--- src/rtl/usart_pkg.sv ---
// Shared definitions for the USART receiver and transmitter: FSM encoding,
// default configuration and the baud divider helper.
package usart_pkg;

  typedef enum logic [2:0] {
    IDLE,
    START,
    DATA,
    PARITY,
    STOP,
    WAIT_IDLE
  } rx_state_t;

  localparam int DEF_CLK_FREQ   = 100000000;
  localparam int DEF_BAUD_RATE  = 115200;
  localparam int DEF_DATA_BIT   = 8;
  localparam int DEF_NUM_OF_BUFS = 16;

  function automatic int clks_per_bit(input int clk_freq, input int baud_rate);
    return clk_freq / baud_rate;
  endfunction

endpackage

--- src/rtl/usart_fifo.sv ---
// First-word-fall-through FIFO; dout shows the head entry and reads as zero
// while empty. A push into a full FIFO is taken only alongside a pop.
module usart_fifo #(
  parameter int WIDTH = 8,
  parameter int DEPTH = 16
) (
  input  logic                     clk,
  input  logic                     reset,
  input  logic                     push,
  input  logic [WIDTH-1:0]         din,
  input  logic                     pop,
  output logic [WIDTH-1:0]         dout,
  output logic                     full,
  output logic                     empty,
  output logic [$clog2(DEPTH):0]   count
);

  localparam int AW = $clog2(DEPTH);

  logic [WIDTH-1:0] mem [DEPTH];
  logic [AW-1:0]    wr_ptr;
  logic [AW-1:0]    rd_ptr;
  logic             do_push;
  logic             do_pop;

  assign empty   = (count == '0);
  assign full    = (count == (AW+1)'(DEPTH));
  assign do_pop  = pop && !empty;
  assign do_push = push && (!full || do_pop);
  assign dout    = empty ? '0 : mem[rd_ptr];

  always_ff @(posedge clk) begin
    if (do_push) mem[wr_ptr] <= din;
  end

  always_ff @(posedge clk or negedge reset) begin
    if (!reset) begin
      wr_ptr <= '0;
      rd_ptr <= '0;
      count  <= '0;
    end else begin
      if (do_push) wr_ptr <= wr_ptr + AW'(1);
      if (do_pop)  rd_ptr <= rd_ptr + AW'(1);
      case ({do_push, do_pop})
        2'b10:   count <= count + (AW+1)'(1);
        2'b01:   count <= count - (AW+1)'(1);
        default: count <= count;
      endcase
    end
  end

endmodule

--- src/rtl/usart_rx.sv ---
// USART receiver: mid-bit sampling of 8N1 frames into a FWFT byte FIFO.
// Define USART_RX_PARITY_EN to add a parity bit, PARITY_ODD and parity_err.
module usart_rx
  import usart_pkg::*;
#(
  parameter int CLK_FREQ    = DEF_CLK_FREQ,
  parameter int BAUD_RATE   = DEF_BAUD_RATE,
  parameter int DATA_BIT    = DEF_DATA_BIT,
  parameter int NUM_OF_BUFS = DEF_NUM_OF_BUFS
`ifdef USART_RX_PARITY_EN
  ,
  parameter bit PARITY_ODD  = 1'b0
`endif
) (
  input  logic                          clk,
  input  logic                          reset,
  input  logic                          rx,
  output logic [DATA_BIT-1:0]           rx_data,
  output logic                          rx_valid,
  input  logic                          rx_ready,
  output logic                          frame_err,
  output logic                          overrun,
  output logic [$clog2(NUM_OF_BUFS):0]  fifo_count,
  output logic                          busy
`ifdef USART_RX_PARITY_EN
  ,
  output logic                          parity_err
`endif
);

  localparam int CLKS_PER_BIT = clks_per_bit(CLK_FREQ, BAUD_RATE);
  localparam int HALF_BIT     = CLKS_PER_BIT / 2;
  localparam int CNT_W        = (CLKS_PER_BIT > 1) ? $clog2(CLKS_PER_BIT) : 1;
  localparam int BIT_W        = $clog2(DATA_BIT);
  localparam logic [CNT_W-1:0] CNT_LAST  = CNT_W'(CLKS_PER_BIT - 1);
  localparam logic [CNT_W-1:0] CNT_HALF  = CNT_W'(HALF_BIT - 1);
  localparam logic [BIT_W-1:0] BIT_LAST  = BIT_W'(DATA_BIT - 1);

  rx_state_t           state;
  rx_state_t           state_n;
  logic                rx_meta;
  logic                rx_s;
  logic [CNT_W-1:0]    clk_cnt;
  logic [BIT_W-1:0]    bit_idx;
  logic [DATA_BIT-1:0] shreg;
  logic                cnt_last;
  logic                cnt_half;
  logic                fifo_push;
  logic                fifo_pop;
  logic                fifo_full;
  logic                fifo_empty;
  logic                ferr_d;
  logic                ovr_d;
`ifdef USART_RX_PARITY_EN
  logic                parity_bit;
  logic                perr_d;
`endif

  assign cnt_last = (clk_cnt == CNT_LAST);
  assign cnt_half = (clk_cnt == CNT_HALF);
  assign fifo_pop = rx_valid && rx_ready;
  assign rx_valid = !fifo_empty;

  // Both flops reset high so a reset never looks like a start edge.
  always_ff @(posedge clk or negedge reset) begin
    if (!reset) {rx_meta, rx_s} <= 2'b11;
    else        {rx_meta, rx_s} <= {rx, rx_meta};
  end

  always_ff @(posedge clk or negedge reset) begin
    if (!reset) state <= IDLE;
    else        state <= state_n;
  end

  always_comb begin
    state_n = state;
    case (state)
      IDLE:      if (!rx_s) state_n = START;
      START:     if (cnt_half) state_n = rx_s ? IDLE : DATA;
`ifdef USART_RX_PARITY_EN
      DATA:      if (cnt_last && bit_idx == BIT_LAST) state_n = PARITY;
`else
      DATA:      if (cnt_last && bit_idx == BIT_LAST) state_n = STOP;
`endif
      PARITY:    if (cnt_last) state_n = STOP;
      STOP:      if (cnt_last) state_n = rx_s ? IDLE : WAIT_IDLE;
      WAIT_IDLE: if (rx_s) state_n = IDLE;
      default:   state_n = IDLE;
    endcase
  end

  // Stop-bit verdict: a simultaneous pop frees a slot, so only a full FIFO
  // with no pop counts as an overrun.
  always_comb begin
    fifo_push = 1'b0;
    ferr_d    = 1'b0;
    ovr_d     = 1'b0;
    busy      = (state != IDLE);
`ifdef USART_RX_PARITY_EN
    perr_d    = 1'b0;
`endif
    if (state == STOP && cnt_last) begin
      if (!rx_s)
        ferr_d = 1'b1;
`ifdef USART_RX_PARITY_EN
      else if ((^shreg ^ parity_bit) != PARITY_ODD)
        perr_d = 1'b1;
`endif
      else if (fifo_full && !fifo_pop)
        ovr_d = 1'b1;
      else
        fifo_push = 1'b1;
    end
  end

  always_ff @(posedge clk or negedge reset) begin
    if (!reset) begin
      clk_cnt   <= '0;
      bit_idx   <= '0;
      shreg     <= '0;
      frame_err <= 1'b0;
      overrun   <= 1'b0;
    end else begin
      frame_err <= ferr_d;
      overrun   <= ovr_d;
      if (state_n != state || state == IDLE || cnt_last) clk_cnt <= '0;
      else                                                clk_cnt <= clk_cnt + CNT_W'(1);
      if (state != DATA)  bit_idx <= '0;
      else if (cnt_last)  bit_idx <= bit_idx + BIT_W'(1);
      if (state == DATA && cnt_last) shreg <= {rx_s, shreg[DATA_BIT-1:1]};
    end
  end

`ifdef USART_RX_PARITY_EN
  always_ff @(posedge clk or negedge reset) begin
    if (!reset) begin
      parity_bit <= 1'b0;
      parity_err <= 1'b0;
    end else begin
      parity_err <= perr_d;
      if (state == PARITY && cnt_last) parity_bit <= rx_s;
    end
  end
`endif

  usart_fifo #(
    .WIDTH (DATA_BIT),
    .DEPTH (NUM_OF_BUFS)
  ) u_fifo (
    .clk   (clk),
    .reset (reset),
    .push  (fifo_push),
    .din   (shreg),
    .pop   (fifo_pop),
    .dout  (rx_data),
    .full  (fifo_full),
    .empty (fifo_empty),
    .count (fifo_count)
  );

endmodule

--- config.mk ---
export PLATFORM = sky130hd
export DESIGN_NAME = usart_rx
export DESIGN_NICKNAME = d
export VERILOG_FILES = /design/src/rtl/usart_pkg.sv /design/src/rtl/usart_fifo.sv /design/src/rtl/usart_rx.sv
export SDC_FILE = /design/constraint.sdc
export NUM_CORES = 1
export LEC_CHECK = 0
export BUFFER_PORTS_ARGS = -buffer_cell sky130_fd_sc_hd__buf_2
export CORE_MARGIN = 2
export CORE_UTILIZATION = 50
export DETAILED_ROUTE_END_ITERATION = 8
export PLACE_DENSITY = 0.66
export SLEW_MARGIN = 20
export SYNTH_ARGS = -nofsm -noshare
export SYNTH_HDL_FRONTEND = slang
export SYNTH_HIERARCHICAL = 1
export SYNTH_SLANG_ARGS = --single-unit
--- constraint.sdc ---
create_clock -name clk -period 3.9 [get_ports clk]
set_input_delay 0.39 -clock clk [delete_from_list [all_inputs] [get_ports clk]]
set_output_delay 0.39 -clock clk [all_outputs]
set_load 0.005 [all_outputs]
======== Yosys cells after proc, flatten, opt, wreduce, memory -nomap -nowiden ========
Memories as Yosys holds them, arrays and structs flattened.
Cells that the tools add are included.
word-level totals
  flip-flop bits (word level) ............. 41
  RAM bits ................................ 128
  input bits .............................. 4
  output and inout port bits .............. 17
  word-level logic and storage cells ...... 73
  memories kept ........................... 1
cells by class
  add/subtract/negate cells ............... 6
  equal/unequal tests ..................... 13
  multiplexer cells ....................... 24
  reduce and logical (&&, ||, !) cells .... 18
memories
  name        depth  bits a word  read ports  clocked after memory_dff  wr ports  line              source
  u_fifo.mem  16     8            1           0                         1         usart_fifo.sv:20  logic [WIDTH-1:0] mem [DEPTH];
operators with widths
  cell                                                                      number
  3-bit two-way mux                                                         9
  3-bit one-hot mux with 6 select lines                                     1
  10-bit by 1-bit adder with 10-bit output (second input constant)          1
  10-bit equality test (second input constant)                              1
  10-bit by 9-bit equality test with 1-bit output (second input constant)   1
  1-bit two-way mux                                                         10
  10-bit two-way mux                                                        1
  5-bit one-hot mux with 2 select lines                                     1
  3-bit equality test (second input constant)                               3
  4-bit by 1-bit adder with 4-bit output (second input constant)            2
  8-bit two-way mux                                                         1
  1-bit logical AND                                                         7
  3-bit by 2-bit equality test with 1-bit output (second input constant)    2
  5-bit by 1-bit adder with 5-bit output (second input constant)            1
  5-bit equality test (second input constant)                               1
  5-bit zero test                                                           1
  5-bit by 1-bit subtractor with 5-bit output (second input constant)       1
  2-bit nonzero test                                                        2
  3-bit by 1-bit adder with 3-bit output (second input constant)            1
  3-bit by 1-bit equality test with 1-bit output (second input constant)    1
  1-bit zero test                                                           3
  3-bit zero test                                                           1
  1-bit logical OR                                                          3
  3-bit by 2-bit inequality test with 1-bit output (second input constant)  1
  5 further kinds                                                           5

======== Logic depth before layout (Yosys ltp) ========
  depth in word-level cells ............... 11
  depth in mapped cells ................... 14
  depth with buffers taken out ............ 13

======== Cells and area by module ========
The synthesis kept the hierarchy.
by module, submodules not included
  module      instances  cells each  area an instance (µm²)  sequential area each (µm²)
  usart_fifo  1          302         5878.1                  4169.0
  usart_rx    1          132         1420.1                  703.2

======== Worst setup path before layout ========
OpenSTA, ideal clock, no wires.
  path type ............................... register to register
  from .................................... register clk_cnt[0]
  to ...................................... memory u_fifo.mem[3][0], enable pin
  setup time .............................. 0.395 ns
  arrival ................................. 2.674 ns
  required time ........................... 3.505 ns
  setup slack ............................. 0.831 ns
  stages on the path, launching flop included .. 9
  path buffers ............................ 1
  clock period less this slack ............ 3.069 ns
  cell sequence ........................... dfrtp_1 ha_1 and4bb_2 and4_1 buf_4 nand4_1 a21oi_1 o21ai_2 nor4_1
on the way
  longest elaborated chain between the ends .. 6
RTL lines
  element                                  line              source
  start, declared                          usart_rx.sv:43    logic [CNT_W-1:0] clk_cnt;
  start signal, assigned                   usart_rx.sv:127   else clk_cnt <= clk_cnt + CNT_W'(1);
  10-bit equality test                     usart_rx.sv:59    assign cnt_last = (clk_cnt == CNT_LAST);
  1-bit logical AND                        usart_rx.sv:102   if (state == STOP && cnt_last) begin
  1-bit two-way mux                        usart_rx.sv:102
  via fifo_push                            usart_rx.sv:48    logic fifo_push;
  1-bit logical AND                        usart_fifo.sv:29  assign do_push = push && (!full || do_pop);
  1-bit two-way mux                        usart_fifo.sv:33  if (do_push) mem[wr_ptr] <= din;
  1-bit two-way mux (not written as such)  usart_fifo.sv:33
  end, declared                            usart_fifo.sv:20
The timed path passes the listed nets, and every way through them passes these cells.

======== Final worst setup path ========
  from .................................... register clk_cnt[0]
  to ...................................... register u_fifo.count[4]
on the way
  longest elaborated chain between the ends .. 6
  elaborated cells on any way between the ends .. 8
  those cells by class .................... eq/ne: 3; mux: 2; reduce/logical: 3
RTL lines
  element                                                                                line              source
  10-bit equality test (*)                                                               usart_rx.sv:59
  1-bit logical AND (*)                                                                  usart_rx.sv:102
  1-bit two-way mux (*)                                                                  usart_rx.sv:102
  via fifo_push                                                                          usart_rx.sv:48
  1-bit logical AND (*)                                                                  usart_fifo.sv:29
  2-bit by 1-bit equality test with 1-bit output or 2-bit equality test (tied branches)  usart_fifo.sv:44  case ({do_push, do_pop})
  5-bit one-hot mux with 2 select lines or 2-bit nonzero test (tied branches)            -
  end signal, assigned                                                                   usart_fifo.sv:45  2'b10: count <= count + (AW+1)'(1);
  end signal, assigned                                                                   usart_fifo.sv:46  2'b01: count <= count - (AW+1)'(1);
  end signal, assigned                                                                   usart_fifo.sv:47  default: count <= count;
  end, declared                                                                          usart_fifo.sv:15  output logic [$clog2(DEPTH):0] count
Mark *: on every way through the listed nets, which the timed path passes. The rest lies on a longest branch.
A chain may end at the register's enable or synchronous reset.

==> results.tsv <==
stage	metric	value	unit
floorplanning	dieArea	15600	sq um
critical_path	critical_path.max_stage_delay	0.47	ns
global_routing	grt_max_degree	42	
route	dr.pass1.iters	5	
outcome	outcome	finished, final reports clean	
synth	synth_top_family_by_area	multiplexers	
critical_path	reg2regPathDepth	13	
clock_network	cts_tree	done	
power_and_ir_drop	switchingPower	1.26	mW
sta	fin_ws	0.395	ns
critical_path	worstReg2RegEnd	u_fifo/count[4]	
place	gp_congestion	0.800	
layout	drive_gt1_frac	0.243	
sta	slew_headroom	0.395	
critical_path	r2r_setup_slack	0.40	ns
critical_path	endpoint_kind	flop	
global_routing	antenna_found_initial	0	
route	drtAntennaViolNets	0	
min_path	hold_depth	1	
place	hpwlAfterDp	8650	um
floorplanning	rows	44	
sta	period_share	0.899	
critical_path	crit_family	compound AO/OA/AOI/OAI gates	
synth	yosys.area_share.simple	0.0818	
synth	synth_mux_area_frac	0.135	
global_routing	grt_pass1_wl	21500	um
critical_path	crit_type	reg2reg	
sta	hold_violations	0	
floorplanning	initial_core_util	0.508	
floorplanning	die_h	125	um
clock_network	ctsHtreeMaxLevel	4	
sta	final_max_slew_viol_count	0	
power_and_ir_drop	intPower	3.39	mW
synth	synth_fa_ha_area_frac	0.0233	
place	dp_slack	0.401	ns
floorplanning	core	14400	sq um
synth	ys_warn_count	6	
global_routing	overflow	0	
clock_network	cts_resized	0	
clock_network	numClockSinks	169	
critical_path	crit_arrival	3.83	ns
power_and_ir_drop	pwr-share-seq	0.456	
power_and_ir_drop	vdd.ir_drop.worst	0.404	mV
clock_network	clk_path_buf_depth	2	
layout	final_util	0.567	
route	initialDrtViolationCount	335	
min_path	hold_path.startpoint	rx	
clock_network	insertion_delay	0.42	ns
clock_network	cts_hold_buf	0	
global_routing	gr-usage-met3	0.0387	
critical_path	rr_startpoint	clk_cnt[0]	
place	dpl.cell_count	630	
synth	synth-xor-area-share	0.0204	
sta	setup_violations	0	
power_and_ir_drop	pwr-share-comb	0.212	
critical_path	required	4.23	ns
sta	fmax	285	MHz
synth	synthCells	434	
global_routing	grt_pass1_vias	3885	
floorplanning	dieWidth	125	um
power_and_ir_drop	power_frac_clock	0.333	
synth	synthesis.nets	451	
synth	synth_area	7300	sq um
synth	synth_seq_area_share	0.668	
synth	synthArstFlopShare	0.243	
route	route.detailed.drc	0	
sta	fin_tns_setup	0	ns
clock_network	root_buffer	clkbuf_16	
power_and_ir_drop	p_per_area	571	nW/um^2
synth	synth_edf_count	128	
global_routing	grt.busiest_layer	met2	
layout	final_cells	661	
sta	worst_pin_slew	0.908	ns
route	wl_per_cell	20.3	um
layout	antenna_cells	0	
power_and_ir_drop	switching_share	0.272	
critical_path	cp-start-kind	flop	
clock_network	postCtsSetupBuffers	0	
route	wl	13400	um
min_path	hp-class	in2reg	
power_and_ir_drop	p_leak	3.11	nW
layout	nets	482	
critical_path	path_max_fanout	7	
min_path	min_to	rx_meta	
job	drv_cap	0	
sta	final.setup_skew	0.00551	ns
critical_path	critPathBufInv	2	
global_routing	grt_use_total	0.184	
synth	synth_flop_cell	edfxtp_1	
clock_network	clk_pin_slew	0.06	ns
global_routing	grtUsageMet1	0.260	
clock_network	numCtsBuffers	17	
synth	synth_compound_area_frac	0.0478	
synth	synth_seq_cells	169	
layout	fill_cells	1114	
critical_path	crit_chain	ha_1 > and4bb_2 > and4_1 > nand4_1 > a21oi_1 > inv_1 > nand2b_1 > inv_1 > ha_1 > nand2b_1 > a2111o_1 > o31a_1 > o211ai_1	
sta	rsz0062_at_grt	false	
place	port_buffers	20	
synth	synth_cell_types	56	
route	vias	3783	
synth	avgSynthCellArea	16.8	sq um
global_routing	gr-usage-met2	0.286	
layout	syn_to_final_growth	11.6	%
sta	fin_crit	3.50	ns
critical_path	cpMaxStageDelayCell	a21oi_1	
floorplanning	io_pins	21	
route	avgViaCountPerCell	5.72	
-- stage by stage --
stage | instance area [sq um] | hold WS (ns) | power, mW
after floorplan | 7300 | 0.0944 | 2.87
after global placement | 7600 | 0.353 | 3.12
after detailed placement | 7600 | 0.347 | 3.15
after CTS | 8140 | 0.0479 | 4.71
after global routing | 8140 | 0.0485 | 4.86
final | 8140 | 0.0687 | 4.65
-- synth_stat cells, drive strengths merged, types with 2 or more instances --
| library cell | instances | area share |
|---|---|---|
| dfrtp | 39 | 0.13 |
| a211oi | 16 | 0.016 |
| inv | 15 | 0.0077 |
| mux4 | 32 | 0.10 |
| mux2i | 11 | 0.015 |
| mux2 | 12 | 0.020 |
| buf | 14 | 0.013 |
| nor2 | 28 | 0.019 |
| xor2 | 6 | 0.0072 |
| nand2b | 3 | 0.0026 |
| a21oi | 7 | 0.0048 |
| edfxtp | 128 | 0.53 |
| o211ai | 3 | 0.0031 |
| nor3b | 3 | 0.0046 |
| nor3 | 3 | 0.0021 |
| clkbuf | 6 | 0.0033 |
| dfstp | 2 | 0.0072 |
| ha | 12 | 0.021 |
| o21ai | 7 | 0.0058 |
| and4bb | 2 | 0.0034 |
| xnor2 | 11 | 0.013 |
| and2 | 11 | 0.0096 |
| nand3 | 7 | 0.0048 |
| and4 | 2 | 0.0024 |
| nor4 | 5 | 0.0051 |
| nand4 | 4 | 0.0055 |
| nand2 | 19 | 0.0098 |
| nor2b | 9 | 0.0077 |
-- metal layers --
metal | vias to the layer above | part of all wire
met5 | - | 0
met4 | 0 | 0.016
met3 | 21 | 0.036
met2 | 77 | 0.48
met1 | 1944 | 0.47
li1 | 1741 | -
-- power groups by stage --
stage	Sequential (mW)	Clock [mW]	Combinational (mW)
after floorplan	2.06	0	0.815
after global placement	2.15	0	0.975
after detailed placement	2.16	0	0.992
after CTS	2.12	1.59	0.998
after global routing	2.13	1.66	1.08
final	2.12	1.55	0.984
-- layout by cell type (no fill, tap or decap), types with 3 or more instances in the layout --
cell	count
edfxtp_1	128
dfrtp_1	39
mux4_2	28
nor2_1	26
buf_2	20
nand2_1	19
clkbuf_16	17
a211oi_1	16
inv_1	15
ha_1	12
buf_4	12
xnor2_1	11
mux2i_1	11
and2_1	10
mux2_2	10
nor2b_1	9
nand3_1	7
a21oi_1	7
xor2_1	6
clkinv_2	6
o21ai_0	5
mux4_1	4
nor4_1	4
nor3_1	3
o211ai_1	3
nand4_1	3
clkinv_1	3
nand2b_1	3
-- how the worst max path moves through the flow --
stage	from	to	slack (ns)	cells past startpoint
finish	clk_cnt[0]	u_fifo/count[4]	0.40	13
global route	clk_cnt[0]	u_fifo/count[4]	0.07	13
CTS	clk_cnt[0]	u_fifo/count[4]	0.40	13
detailed placement	clk_cnt[0]	u_fifo/count[4]	0.40	13
global placement	clk_cnt[0]	u_fifo/count[4]	0.58	13
floorplan	clk_cnt[0]	u_fifo/mem[3][0]	0.83	8
-- state kept, by name, summed over array words and instances (netlist names) --
register,flops
u_fifo/mem,128
clk_cnt,10
shreg,8
u_fifo/count,5
u_fifo/rd_ptr,4
u_fifo/wr_ptr,4
bit_idx,3
state,3
frame_err,1
overrun,1
rx_meta,1
rx_s,1
-- worst reg2reg max path: cells and delay by family, from the launching register on --
kind	cells	cell delay [ns]
DFF	1	0.41
and+or+nand+nor	5	1.06
adders and majority gates	2	0.55
buffers and inverters	2	0.25
AOI/OAI and AO/OA	4	1.14
-- logic make-up (layout without fill, tap and decap cells) --
kind of cell / after synthesis / after routing
flip-flops: 169 / 169
AND/OR/NAND/NOR: 101 / 101
multiplexers: 55 / 55
AO/OA/AOI/OAI: 44 / 44
buffers and inverters: 35 / 78
XOR/XNOR: 17 / 17
adder cells (fa/ha/maj): 13 / 13
-- final cells by class --
cell class | count | area [sq um] | area share
Multi-Input combinational cell | 230 | 2250 | 0.277
Timing Repair Buffer | 32 | 190 | 0.0234
Tap cell | 184 | 230 | 0.0283
Clock inverter | 12 | 109 | 0.0134
Clock buffer | 19 | 433 | 0.0532
Inverter | 15 | 56.3 | 0.00691
Sequential cell | 169 | 4870 | 0.598
No activity file was read; power rests on OpenSTA's default activity.
